===== config.mk =====
export PLATFORM = sky130hd
export DESIGN_NAME = mac_sequencer
export DESIGN_NICKNAME = d
export VERILOG_FILES = /design/src/rtl/mac_seq_pkg.sv /design/src/rtl/mac_sequencer.sv
export SDC_FILE = /design/constraint.sdc
export NUM_CORES = 1
export LEC_CHECK = 0
export ABC_AREA = 1
export CAP_MARGIN = 5
export CORE_ASPECT_RATIO = 0.5
export CORE_MARGIN = 2
export CORE_UTILIZATION = 43
export CTS_BUF_LIST = sky130_fd_sc_hd__clkbuf_8
export DETAILED_ROUTE_END_ITERATION = 8
export PLACE_DENSITY_LB_ADDON = 0.25
export SLEW_MARGIN = 0
export SYNTH_ARGS = -nofsm -noshare
export SYNTH_HDL_FRONTEND = slang
export SYNTH_SLANG_ARGS = --single-unit

===== constraint.sdc =====
create_clock -name clock -period 3 [get_ports clock]
set_input_delay 0.9 -clock clock [delete_from_list [all_inputs] [get_ports clock]]
set_output_delay 0.9 -clock clock [all_outputs]
set_load 0.02 [all_outputs]

===== src/rtl/mac_seq_pkg.sv =====
// Shared types and elaboration helpers for mac_sequencer.
// The DRAIN state exists only when MAC_SEQ_ABORT_EN is defined.
package mac_seq_pkg;

   typedef enum logic [2:0] {
      IDLE,
      MULT,
      SUM,
      WAIT,
      CAPTURE
`ifdef MAC_SEQ_ABORT_EN
      , DRAIN
`endif
   } mac_state_t;

   // Smallest ROM A/B address width able to cover one job's operands.
   function automatic int unsigned min_addr_width(input int unsigned num_results,
                                                  input int unsigned beats);
      return $clog2(2 * num_results * beats);
   endfunction

   // clog2 with a floor of one bit so degenerate sizes still give legal vectors.
   function automatic int unsigned width_min1(input int unsigned n);
      return (n < 2) ? 1 : $clog2(n);
   endfunction

endpackage


===== src/rtl/mac_sequencer.sv =====
// Control-side sequencer for the MultAccumulate datapath: walks ROM addresses,
// drives enables/clear and writes result pairs. Option: MAC_SEQ_ABORT_EN.
module mac_sequencer
   import mac_seq_pkg::*;
#(
   parameter int unsigned DATA_WIDTH   = 8,
   parameter int unsigned RESULT_WIDTH = 24,
   parameter int unsigned BEATS        = 4,
   parameter int unsigned NUM_RESULTS  = 8,
   parameter int unsigned ADDR_WIDTH   = 6
) (
   input  logic                                    clock,
   input  logic                                    reset,
`ifdef MAC_SEQ_ABORT_EN
   input  logic                                    abort,
   output logic                                    aborted,
`endif
   input  logic                                    start,
   output logic                                    busy,
   output logic                                    done,
   output logic [ADDR_WIDTH-1:0]                   romAB_addrA,
   output logic [ADDR_WIDTH-1:0]                   romAB_addrB,
   output logic [width_min1(2*NUM_RESULTS)-1:0]    romC_addrA,
   output logic [width_min1(2*NUM_RESULTS)-1:0]    romC_addrB,
   output logic                                    enable_mult,
   output logic                                    enable_sum,
   output logic                                    clear,
   input  logic [RESULT_WIDTH-1:0]                 finalResultA,
   input  logic [RESULT_WIDTH-1:0]                 finalResultB,
   output logic                                    res_we,
   output logic [width_min1(NUM_RESULTS)-1:0]      res_addr,
   output logic [RESULT_WIDTH-1:0]                 res_dataA,
   output logic [RESULT_WIDTH-1:0]                 res_dataB
);

   localparam int unsigned B_W   = width_min1(BEATS);
   localparam int unsigned RES_W = width_min1(NUM_RESULTS);
   localparam int unsigned RC_W  = width_min1(2 * NUM_RESULTS);

   if (DATA_WIDTH < 1 || BEATS < 1 || NUM_RESULTS < 1 ||
       ADDR_WIDTH < min_addr_width(NUM_RESULTS, BEATS)) begin : g_param_check
      $error("mac_sequencer: ADDR_WIDTH too small or zero-sized parameter");
   end

   mac_state_t       state, next_state;
   logic [B_W-1:0]   beat_q;
   logic [RES_W-1:0] pair_q;
   logic             last_beat, last_pair, capture_fire;

   assign last_beat = (beat_q == B_W'(BEATS - 1));
   assign last_pair = (pair_q == RES_W'(NUM_RESULTS - 1));

`ifdef MAC_SEQ_ABORT_EN
   logic [1:0] drain_q;
   logic       abort_take;

   assign abort_take   = abort && (state != IDLE) && (state != DRAIN);
   // An abort landing on CAPTURE must not produce a write.
   assign capture_fire = (state == CAPTURE) && !abort_take;
`else
   assign capture_fire = (state == CAPTURE);
`endif

   always_comb begin
      next_state  = state;
      enable_mult = 1'b0;
      enable_sum  = 1'b0;
      clear       = 1'b0;
      romAB_addrA = '0;
      romAB_addrB = '0;
      romC_addrA  = '0;
      romC_addrB  = '0;
      busy        = (state != IDLE);
      case (state)
         IDLE: begin
            if (start) next_state = MULT;
         end
         MULT: begin
            enable_mult = 1'b1;
            romAB_addrA = ADDR_WIDTH'((2 * 32'(pair_q)) * BEATS + 32'(beat_q));
            romAB_addrB = ADDR_WIDTH'((2 * 32'(pair_q) + 1) * BEATS + 32'(beat_q));
            romC_addrA  = RC_W'(2 * 32'(pair_q));
            romC_addrB  = RC_W'(2 * 32'(pair_q) + 1);
            if (last_beat) next_state = SUM;
         end
         SUM: begin
            enable_sum = 1'b1;
            next_state = WAIT;
         end
         WAIT: begin
            next_state = CAPTURE;
         end
         CAPTURE: begin
            clear      = 1'b1;
            next_state = last_pair ? IDLE : MULT;
         end
`ifdef MAC_SEQ_ABORT_EN
         DRAIN: begin
            clear = 1'b1;
            if (drain_q == 2'd2) next_state = IDLE;
         end
`endif
         default: next_state = IDLE;
      endcase
`ifdef MAC_SEQ_ABORT_EN
      if (abort_take) next_state = DRAIN;
`endif
   end

   always_ff @(posedge clock) begin
      if (reset) begin
         state     <= IDLE;
         beat_q    <= '0;
         pair_q    <= '0;
         res_we    <= 1'b0;
         done      <= 1'b0;
         res_addr  <= '0;
         res_dataA <= '0;
         res_dataB <= '0;
      end else begin
         state  <= next_state;
         res_we <= capture_fire;
         done   <= capture_fire && last_pair;
         if (capture_fire) begin
            res_addr  <= pair_q;
            res_dataA <= finalResultA;
            res_dataB <= finalResultB;
         end
         case (state)
            MULT:    beat_q <= last_beat ? '0 : beat_q + B_W'(1);
            CAPTURE: begin
               beat_q <= '0;
               pair_q <= last_pair ? '0 : pair_q + RES_W'(1);
            end
            SUM, WAIT: ;
            default: begin
               beat_q <= '0;
               pair_q <= '0;
            end
         endcase
`ifdef MAC_SEQ_ABORT_EN
         if (abort_take) begin
            beat_q <= '0;
            pair_q <= '0;
         end
`endif
      end
   end

`ifdef MAC_SEQ_ABORT_EN
   always_ff @(posedge clock) begin
      if (reset) begin
         drain_q <= '0;
         aborted <= 1'b0;
      end else begin
         drain_q <= (state == DRAIN) ? drain_q + 2'd1 : '0;
         aborted <= (state == DRAIN) && (next_state == IDLE);
      end
   end
`endif

endmodule


==> results.toml <==
[finish]
drive_gt1_share_pct = 6.84
final_core_util_pct = 70.4
area_growth_pct = 59.7
final_cell_mix = "nor2_1, clkdlybuf4s50_1, dfxtp_1"
layout.nets = 473
diodes = 0

[die]
die_w_um = 109
coreArea_mm2 = 0.00542
die_h_um = 56.7
rows = 19
die_area_mm2 = 0.00620
initial_core_util_pct = 44.0
ios = 128

[setup_path]
rr_worst_depth = 6
cp-end-kind = "output pin"
crit-reg2reg-launch = "state[1]"
worst_setup_path_start_kind = "flop"
cp_max_fo = 6
crit_required_ns = 2.10
arrival_ns = 1.95
r2r_end = "pair_q[1]"
reg2reg_slack_ns = 1.45
crit_type = "flop to output pin"

[clock_network]
cts_setup_buffers = 0
htree_levels = 3
clkLatencyLatePin_ns = 0.32
cts-root-buf = "clkbuf_8"
clkTransAtPathRegs_ns = 0.07
cts_tree = "done"
clockBufferDepth = 2
numCtsBuffers = 9
cts.sinks = 61

[sta]
fin_crit_sh_pct = 94.9
tns_ns = 0
setup_viol_count_final = 0
fmax_ghz = 0.351
layout_min_cycle_time_ns = 2.85
hold_viol_final = 0
fin_worst_skew_ns = 0.00729
maxSlewHeadroom_pct = 61.9
rsz0062_at_grt = "false"
final_max_slew_viol_count = 0
tightest_slew_ns = 0.572

[logic_synthesis]
synth-seq-cells = 61
syn_avg_cell_area_um2 = 7.75
ys_warn_count = 0
synth_cell_types = 21
synth_area_mm2 = 0.00239
seq_area_frac_synth_pct = 51.2
syn_inst = 308

[route]
firstDrtPassIters = 4
wl_mm = 6.17
ant_nets = 0
highest_layer = "met4"
dr_wl_met2_mm = 3.00
wl_met1_mm = 2.58
vias_per_cell = 4.72
drc = 0
wl_per_cell_um = 12.4
drt_iter0_drc = 122
num_vias = 2345
wl_met3_um = 446

[min_path]
min_from = "res_addr[0]"
holdPathEnd = "res_addr[0]"
hold_path_depth = 2
hold_class = "flop to flop"

[grt]
grt_pass1_vias = 2239
grt_usage_pct = 20.1
grt_antenna_before_repair = 0
grt_pass1_wl_mm = 9.72
grt_max_degree = 55
grt-ovfl-total = 0

[placed_design]
globalplace.congestion = 0.713
hpwl_mm = 4.40
port_buffers = 125

[run]
maxCapViolations = 0

[run_status]
outcome = "finished clean"

[pwr]
finalPower_mw = 1.87
power_density_mw_per_mm2 = 491
vdd_drop_max_v = 0.000363
leakage_nw = 1.65
[final cells by class]
cell class | instances | area, um2
fill | 470 | 1610
tap | 73 | 91.3
clock inverter | 5 | 73.8
timing repair buffer | 129 | 1310
inverter | 13 | 48.8
clock buffer | 11 | 151
sequential | 61 | 1220
multi-input combinational | 205 | 917
[critical path, cell delays in order (launching register included)]
cell	delay, ns
dfxtp_1	0.42
inv_2	0.09
nor2_1	0.17
nand2_2	0.17
nor2_2	0.16
clkdlybuf4s50_1	0.62
[cell usage after synthesis, drive strengths merged]
| cell | number | area share, % |
|---|---|---|
| nor3 | 1 | 0.21 |
| buf | 20 | 7.1 |
| conb | 1 | 0.16 |
| ha | 3 | 1.6 |
| o21ai | 53 | 11 |
| nor2 | 117 | 19 |
| clkinv | 1 | 0.16 |
| clkbuf | 10 | 1.9 |
| a21oi | 4 | 0.84 |
| dfxtp | 61 | 51 |
| nand3b | 1 | 0.31 |
| nand3 | 7 | 1.5 |
| inv | 12 | 1.9 |
| nand2 | 17 | 2.8 |
[cell families (layout without fill, tap and decap cells)]
family / count (synthesis) / after routing / share of synthesized area, %
buffers and inverters: 43 / 158 / 11.0
and+or+nand+nor: 143 / 143 / 24.2
other: 1 / 2 / 0.157
AOI/OAI and AO/OA: 57 / 57 / 11.9
DFF: 61 / 61 / 51.2
adders and majority gates: 3 / 3 / 1.57
[metal layers]
layer	up-vias	GRT usage, %
met5	-	0
met2	82	35.6
li1	1180	-
met3	14	6.50
met4	0	9.58
met1	1069	21.5
[state kept, by name (all words and copies together) (netlist names)]
register / cells
beat_q: 2
res_dataB: 24
state: 3
res_addr: 3
done: 1
pair_q: 3
res_dataA: 24
res_we: 1
[stage by stage]
| stage | cell area, um2 | instances | setup slack [ns] | hold slack [ns] |
|---|---|---|---|---|
| 2_1_floorplan | 2390 | 309 | 0.708 | 0.450 |
| 3_3_place_gp | 3550 | 481 | 0.418 | 0.462 |
| 3_5_place_dp | 3550 | 481 | 0.318 | 0.473 |
| 4_1_cts | 3780 | 497 | 0.000614 | 0.486 |
| 5_1_grt | 3810 | 497 | 0.00615 | 0.507 |
| 6_report | 3810 | 497 | 0.154 | 0.481 |
[timing repair]
item	CTS	global route
hold buffers	0	0
setup endpoints to repair	8	15
gates resized for setup	4	13
endpoints found under the hold margin	0	0
[where the power goes]
group          switching (mW)  total, mW  internal [mW]
clock network           0.297      0.804          0.507
registers              0.0125      0.839          0.826
logic                   0.109      0.229          0.120
[worst max-delay path by stage]
| stage | slack, ns | to | startpoint |
|---|---|---|---|
| floorplan | 0.71 | romAB_addrB[2] | state[0] |
| global placement | 0.42 | romC_addrB[3] | state[0] |
| detailed placement | 0.32 | romC_addrA[3] | state[0] |
| CTS | 0.0006 | romC_addrA[3] | state[0] |
| global route | 0.006 | romAB_addrA[4] | state[0] |
| finish | 0.15 | romAB_addrA[4] | state[0] |
No activity file was read; power rests on OpenSTA's default activity.
